$ cat src/rtl/instr_prefetch_unit.sv
// Instruction prefetch stage: streams sequential bytes from synchronous memory into a PC-tagged FIFO.
// Optional halt-opcode stop (8'h00) is compiled in when HALT_STOP_EN is defined.
module instr_prefetch_unit #(
  parameter int unsigned DEPTH = 4,
  parameter int unsigned AW    = 8,
  parameter int unsigned DW    = 8
) (
  input  logic          clk,
  input  logic          rst_n,
  input  logic          redirect,
  input  logic [AW-1:0] redirect_pc,
  output logic          mem_req,
  output logic [AW-1:0] mem_addr,
  input  logic [DW-1:0] mem_rdata,
  output logic          out_valid,
  output logic [DW-1:0] out_instr,
  output logic [AW-1:0] out_pc,
  input  logic          out_ready,
  output logic          halted
);

  localparam int unsigned PW = $clog2(DEPTH);

  typedef enum logic [1:0] {IDLE, RUN, HALT} state_t;

  state_t        state, state_next;
  logic [AW-1:0] fetch_pc, inflight_pc;
  logic          inflight;
  logic [PW-1:0] wr_ptr, rd_ptr;
  logic [PW:0]   count;
  logic [PW+1:0] occupancy;
  logic [AW-1:0] pc_mem    [DEPTH];
  logic [DW-1:0] instr_mem [DEPTH];
  logic          push, pop, flush, halt_hit;

  assign flush     = redirect && (state != IDLE);
  assign push      = inflight && !redirect && (state != HALT);
  assign pop       = out_valid && out_ready;
  assign occupancy = {1'b0, count} + {{(PW+1){1'b0}}, inflight};
  assign mem_addr  = fetch_pc;
  assign out_instr = instr_mem[rd_ptr];
  assign out_pc    = pc_mem[rd_ptr];

`ifdef HALT_STOP_EN
  assign halt_hit = push && (mem_rdata == '0);
`else
  assign halt_hit = 1'b0;
`endif

  always_ff @(posedge clk or negedge rst_n) begin
    if (!rst_n) state <= IDLE;
    else        state <= state_next;
  end

  always_comb begin
    state_next = state;
    unique case (state)
      IDLE:    state_next = RUN;
      RUN:     if (!redirect && halt_hit) state_next = HALT;
      HALT:    if (redirect) state_next = RUN;
      default: state_next = IDLE;
    endcase
  end

  // Pops in the same cycle are not credited, so a full FIFO blocks requests for one extra cycle.
  always_comb begin
    mem_req   = (state == RUN) && !redirect && (occupancy < (PW+2)'(DEPTH));
    out_valid = (count != '0) && !redirect;
`ifdef HALT_STOP_EN
    halted    = (state == HALT);
`else
    halted    = 1'b0;
`endif
  end

  always_ff @(posedge clk or negedge rst_n) begin
    if (!rst_n) begin
      fetch_pc    <= '0;
      inflight    <= 1'b0;
      inflight_pc <= '0;
      wr_ptr      <= '0;
      rd_ptr      <= '0;
      count       <= '0;
      for (int unsigned i = 0; i < DEPTH; i++) begin
        pc_mem[i]    <= '0;
        instr_mem[i] <= '0;
      end
    end else begin
      inflight <= mem_req;
      if (mem_req) begin
        fetch_pc    <= fetch_pc + AW'(1);
        inflight_pc <= fetch_pc;
      end
      if (flush) begin
        fetch_pc <= redirect_pc;
        wr_ptr   <= '0;
        rd_ptr   <= '0;
        count    <= '0;
      end else begin
        if (push) begin
          pc_mem[wr_ptr]    <= inflight_pc;
          instr_mem[wr_ptr] <= mem_rdata;
          wr_ptr            <= wr_ptr + PW'(1);
        end
        if (pop) rd_ptr <= rd_ptr + PW'(1);
        if (push && !pop)      count <= count + (PW+1)'(1);
        else if (!push && pop) count <= count - (PW+1)'(1);
      end
    end
  end

endmodule

$ cat config.mk
export PLATFORM = sky130hd
export DESIGN_NAME = instr_prefetch_unit
export DESIGN_NICKNAME = d
export VERILOG_FILES = /design/src/rtl/instr_prefetch_unit.sv
export SDC_FILE = /design/constraint.sdc
export NUM_CORES = 1
export LEC_CHECK = 0
export ABC_CLOCK_PERIOD_IN_PS = 5400
export CAP_MARGIN = 20
export CELL_PAD_IN_SITES_DETAIL_PLACEMENT = 1
export CELL_PAD_IN_SITES_GLOBAL_PLACEMENT = 1
export CORE_MARGIN = 4
export CORE_UTILIZATION = 50
export DETAILED_ROUTE_END_ITERATION = 6
export PLACE_DENSITY = 0.82
export SYNTH_ARGS = -nofsm -noshare
export SYNTH_HDL_FRONTEND = slang
export SYNTH_SLANG_ARGS = --single-unit
$ cat constraint.sdc
create_clock -name clk -period 5.4 [get_ports clk]
set_input_delay 1.08 -clock clk [delete_from_list [all_inputs] [get_ports clk]]
set_output_delay 1.08 -clock clk [all_outputs]
set_load 0.01 [all_outputs]
==> qor.txt, run 1 <==
cell family with most CP delay: buffers and inverters
worst skew pair latency: 0.35 ns
adder-cell share of the synthesized area: 0.0202
main combinational cell family by area after synthesis: multiplexers
total power: 2.55 mW
commonest non-fill, non-tap cells in the layout: 89 x dfrtp_1, 70 x mux2_2, 44 x clkdlybuf4s50_1
Clk Tree Root Cell: clkbuf_8
HPWL Detailed: 5680 um
Critical Path Start Type: input pin
post-route ant nets: 0
RSZ-0062 raised after global routing: no
CTS tree: done
DR top layer: met4
gr usage total: 0.196
Yosys Warn Count: 0
die height: 98.5 um
DR WL met2: 4340 um
Net count, final: 366
global-route wire length before repair: 14900 um
number of global-route vias before repair: 2847
ys async rst share: 1.00
First-pass DRT Iterations: 4
antenna violations before repair: 0
Seq/Total Area, Yosys: 0.544
Simple-Gate Fraction of Synth Area: 0.0657
Congestion Overflow GR: 0
Main synth FF type: dfrtp_1
synth unique cells: 38
setup ws final: 1.20 ns
met3 WL: 259 um
Finish-stage setup viols: 0
syn nets: 322
Vias: 2547
Avg Synthesized Cell Area: 13.8 sq um
worst min path class: reg2reg
largest net degree at the start of global routing: 76
Clock Path Buffers: 2
post-CTS setup buffers: 0
final WL: 8800 um
post-synthesis mux area share: 0.290
setup TNS: 0 ns
CP cell instances: clkdlybuf4s50_1, or3b_4, or2_1, inv_1, clkdlybuf4s50_1
Cells after Synth: 296
worst hold slack: 0.508 ns
filler cell count: 767
Rel. slew slack: 0.390
required time worst endpoint: 4.32 ns
pwr dens: 528 mW/mm^2
Hold Buf Count CTS: 0
drt wl/cell: 19.8 um
Pleak: 2.15 nW
Fmax: 238 MHz
cell mode on critical path: clkdlybuf4s50_1
area of the core: 0.00785 sq mm
vias per cell: 5.72
Initial Util: 0.522
die footprint: 0.00971 sq mm
GP Congestion: 0.818
pre-CTS setup slack: 1.18 ns
Fin. Hold Viols: 0
CP Max Fanout: 17
met1 wire length: 4080 um
CTS H-tree lvls: 3
Yosys reg bits: 89
slowest stage delay, CP: 0.67 ns
CP arrival: 3.12 ns
most common cell after layout, fill and taps aside: dfrtp_1
kind of critical path: in2out
Clock Skew: 0.00511 ns
io pins: 47
Post-Synth XOR/XNOR Area: 0.0150
CTS sink count: 89
Synth Cell Area: 0.00410 sq mm
VDD IR max: 0.224 mV
Rows: 32
Crit path buffers/inverters: 3
critical path endpoint category: output port
Synth Area in Compound Gates: 0.0376
maximum capacitance violations: 0
Post-synth EDFFs: 0
First DRT Iteration DRCs: 106
utilization after layout: 0.617
layout cell share with drive strength beyond 1: 0.309
Die X-Extent: 98.5 um
post-CTS sizing: 0
ant diodes: 0
DRC viols: 0
status: complete, no violations
Final period util: 0.778
minimum clock period: 4.20 ns
input/output buffers: 45
CTS Buf Count: 9
Tightest Pin Transition: 0.915 ns
P&R area growth vs syn: 18.1%
Worst-path clk slew: 0.08 ns
Slowest-stage cell, CP: clkdlybuf4s50_1
fin. max-slew vios: 0
## cell type report
type	instances	area (sq um)	share of cell area
repair buffers	48	470	0.0972
well taps	102	128	0.0264
multi-input cells	183	1760	0.365
clock buffers	11	151	0.0313
clock inverters	3	65.1	0.0134
inverters	9	33.8	0.00698
flip-flops and latches	89	2230	0.460
## flip-flops by register name, indices dropped and copies added (netlist names)
register     count
state            1
count            3
pc_mem          32
rd_ptr           2
mem_addr         8
inflight         1
inflight_pc      8
wr_ptr           2
instr_mem       32
## final timing paths
check	slack, ns	from	end	depth (start not counted)
setup / recovery	1.20	redirect	mem_req	5
hold / removal	0.51	pc_mem[27]$_DFFE_PN0P_	pc_mem[27]$_DFFE_PN0P_	1
setup reg to reg	3.14	inflight$_DFF_PN0_	pc_mem[7]$_DFFE_PN0P_	4
hold reg to reg	0.51	pc_mem[27]$_DFFE_PN0P_	pc_mem[27]$_DFFE_PN0P_	1
max in group asynchronous	3.68	rst_n	instr_mem[26]$_DFFE_PN0P_	2
min in group asynchronous	0.57	rst_n	mem_addr[1]$_DFFE_PN0P_	1
## metal layers
| layer | global-route usage | vias up |
|---|---|---|
| li1 | - | 1150 |
| met1 | 0.271 | 1338 |
| met2 | 0.313 | 49 |
| met3 | 0.0326 | 10 |
| met4 | 0.0714 | 0 |
| met5 | 0 | - |
## power by group
part	switching, mW	internal (mW)	leakage, nW
registers	0.221	0.914	1.14
logic	0.342	0.577	0.897
clock network	0.220	0.280	0.111
total	0.783	1.77	2.15
## kinds of logic after synthesis
group,after synthesis
flip-flops,89
multiplexers,90
AO/OA/AOI/OAI,24
adder cells (fa/ha/maj),6
XOR/XNOR,7
AND/OR/NAND/NOR,54
other,2
buffers and inverters,24
## stage by stage
stage / instance area, sq um / cells
after global placement: 4620 / 431
after global routing: 4840 / 445
after floorplan: 4100 / 296
after detailed placement: 4620 / 431
final: 4840 / 445
after CTS: 4840 / 445
## synth_stat cells, drive strengths merged (2+ instances only)
| cell type | number | area (sq um) |
|---|---|---|
| dfrtp | 89 | 2230 |
| mux2 | 71 | 800 |
| nand2 | 18 | 67.6 |
| mux4 | 16 | 360 |
| nor2 | 11 | 41.3 |
| buf | 10 | 52.6 |
| o21ai | 10 | 50.1 |
| inv | 9 | 33.8 |
| xnor2 | 6 | 52.6 |
| clkbuf | 5 | 18.8 |
| ha | 5 | 62.6 |
| nand2b | 5 | 31.3 |
| o22ai | 4 | 25.0 |
| a21oi | 3 | 15.0 |
| mux2i | 3 | 30.0 |
| nand3 | 3 | 15.0 |
| nor3 | 3 | 15.0 |
| and3 | 2 | 12.5 |
| conb | 2 | 7.51 |
| nand4 | 2 | 12.5 |
| nor2b | 2 | 12.5 |
| nor4 | 2 | 12.5 |
| o221ai | 2 | 17.5 |
No activity file was read; power rests on OpenSTA's default activity.
==> run 2, diff against run 1 <==
Settings changed: ABC_CLOCK_PERIOD_IN_PS 5400 to 3500, CORE_UTILIZATION 50 to 42, PLACE_DENSITY 0.82 to 0.73.
Clock period 5.4 ns to 3.5 ns, I/O delays scaled along.
==> run 2 against run 1 <==
Net effect:
- final cell count grew 7.6%
- non-clock buffer count grew 5
- worst hold slack lost 0.099 ns
- critical path type unchanged
==> qor.txt, run 2 (synthesized netlist as in run 1, its figures left out) <==
status: complete, no violations
First-pass DRT Iterations: 4
Switching Share: 0.309
power share of the clock group: 0.188
Pleak: 2.16 nW
critical path endpoint category: output port
antenna violations before repair: 0
setup TNS: 0 ns
First DRT Iteration DRCs: 55
Clk Tree Root Cell: clkbuf_8
vias per cell: 5.28
CTS tree: done
CTS sink count: 89
Vias: 2527
commonest non-fill, non-tap cells in the layout: 89 x dfrtp_1, 70 x mux2_2, 44 x clkdlybuf4s50_1
reg2reg start: inflight$_DFF_PN0_
Largest regs: instr_mem x32, pc_mem x32
io pins: 47
drt wl/cell: 17.2 um
total power: 3.84 mW
most common cell after layout, fill and taps aside: dfrtp_1
Finish-stage setup viols: 0
CTS H-tree lvls: 3
gr usage total: 0.160
HPWL Detailed: 5540 um
Congestion Overflow GR: 0
Internal Power: 2.66 mW
Initial Util: 0.437
worst skew pair latency: 0.35 ns
largest net degree at the start of global routing: 59
kind of critical path: in2out
Clock Path Buffers: 2
Rows: 35
pwr dens: 785 mW/mm^2
ant diodes: 0
Final period util: 0.881
VDD IR max: 0.232 mV
Clock Skew: 0.0105 ns
required time worst endpoint: 2.80 ns
Die X-Extent: 107 um
Reg power frac: 0.450
die height: 107 um
layout cell share with drive strength beyond 1: 0.323
CP Max Fanout: 4
Fmax: 324 MHz
input/output buffers: 45
fin. max-slew vios: 0
final WL: 8220 um
worst reg2reg setup slack: 1.35 ns
Fin. Hold Viols: 0
DRC viols: 0
global-route wire length before repair: 14400 um
maximum capacitance violations: 0
post-route ant nets: 0
Logic pwr share: 0.362
worst hold slack: 0.409 ns
GP Congestion: 0.730
Net count, final: 371
minimum clock period: 3.08 ns
RSZ-0062 raised after global routing: no
switching pwr: 1.19 mW
P&R area growth vs syn: 19.5%
CTS Buf Count: 9
Tightest Pin Transition: 0.809 ns
post-CTS sizing: 0
worst min path class: in2async
Critical Path Start Type: input pin
area of the core: 0.00937 sq mm
number of global-route vias before repair: 2810
Worst-path clk slew: 0.08 ns
CP arrival: 2.38 ns
Rel. slew slack: 0.459
Hold Buf Count CTS: 0
Critical Path Start: redirect
post-CTS setup buffers: 0
die footprint: 0.0114 sq mm
==> run 2: cell types whose count changed in the layout (fill, tap and decap cells not counted) <==
cell	change
bufinv_16	-1
clkinvlp_4	+1
inv_6	+2
clkbuf_8	-1
clkinv_2	+1
buf_4	+5
==> run 2: area by class of cell <==
cell class	instances	area [sq um]
flip-flops and latches	89	2230
inverters	9	33.8
multi-input cells	183	1760
repair buffers	53	508
well taps	129	161
clock buffers	10	138
fillers	984	4470
clock inverters	6	65.1
==> run 2: final timing paths <==
check,end,cells after the start
max,mem_req,5
min,mem_addr[2]$_DFFE_PN0P_,1
max reg2reg,instr_mem[5]$_DFFE_PN0P_,4
min reg2reg,pc_mem[3]$_DFFE_PN0P_,1
max in group asynchronous,pc_mem[29]$_DFFE_PN0P_,2
min in group clk,pc_mem[3]$_DFFE_PN0P_,1
==> run 2: worst max-delay path, cell delays in order <==
cell	delay, ns
clkdlybuf4s50_1	0.42
or3b_4	0.42
or2_1	0.23
inv_1	0.08
clkdlybuf4s50_1	0.54
==> run 2: power groups by stage <==
stage	Clock, mW	Combinational [mW]	Sequential (mW)
2_1_floorplan	0	0.924	1.62
3_3_place_gp	0	1.38	1.72
3_5_place_dp	0	1.42	1.75
4_1_cts	0.743	1.42	1.73
5_1_grt	0.790	1.53	1.80
6_report	0.722	1.39	1.73
==> run 2: per-stage QoR <==
stage	instance area, sq um	setup slack (ns)	utilization	cells
6_report	4900	0.415	0.523	479
5_1_grt	4900	0.326	0.523	479
4_1_cts	4900	0.401	0.523	479
3_5_place_dp	4690	0.416	0.501	463
3_3_place_gp	4690	0.440	0.501	463
2_1_floorplan	4100	1.02	-	296
==> run 2: per-layer routing <==
| metal | vias to the layer above | GRT usage | wire [um] |
|---|---|---|---|
| li1 | 1167 | - | - |
| met1 | 1311 | 0.220 | 3800 |
| met2 | 43 | 0.254 | 4050 |
| met3 | 6 | 0.0373 | 286 |
| met4 | 0 | 0.0493 | 93 |
| met5 | - | 0 | 0 |
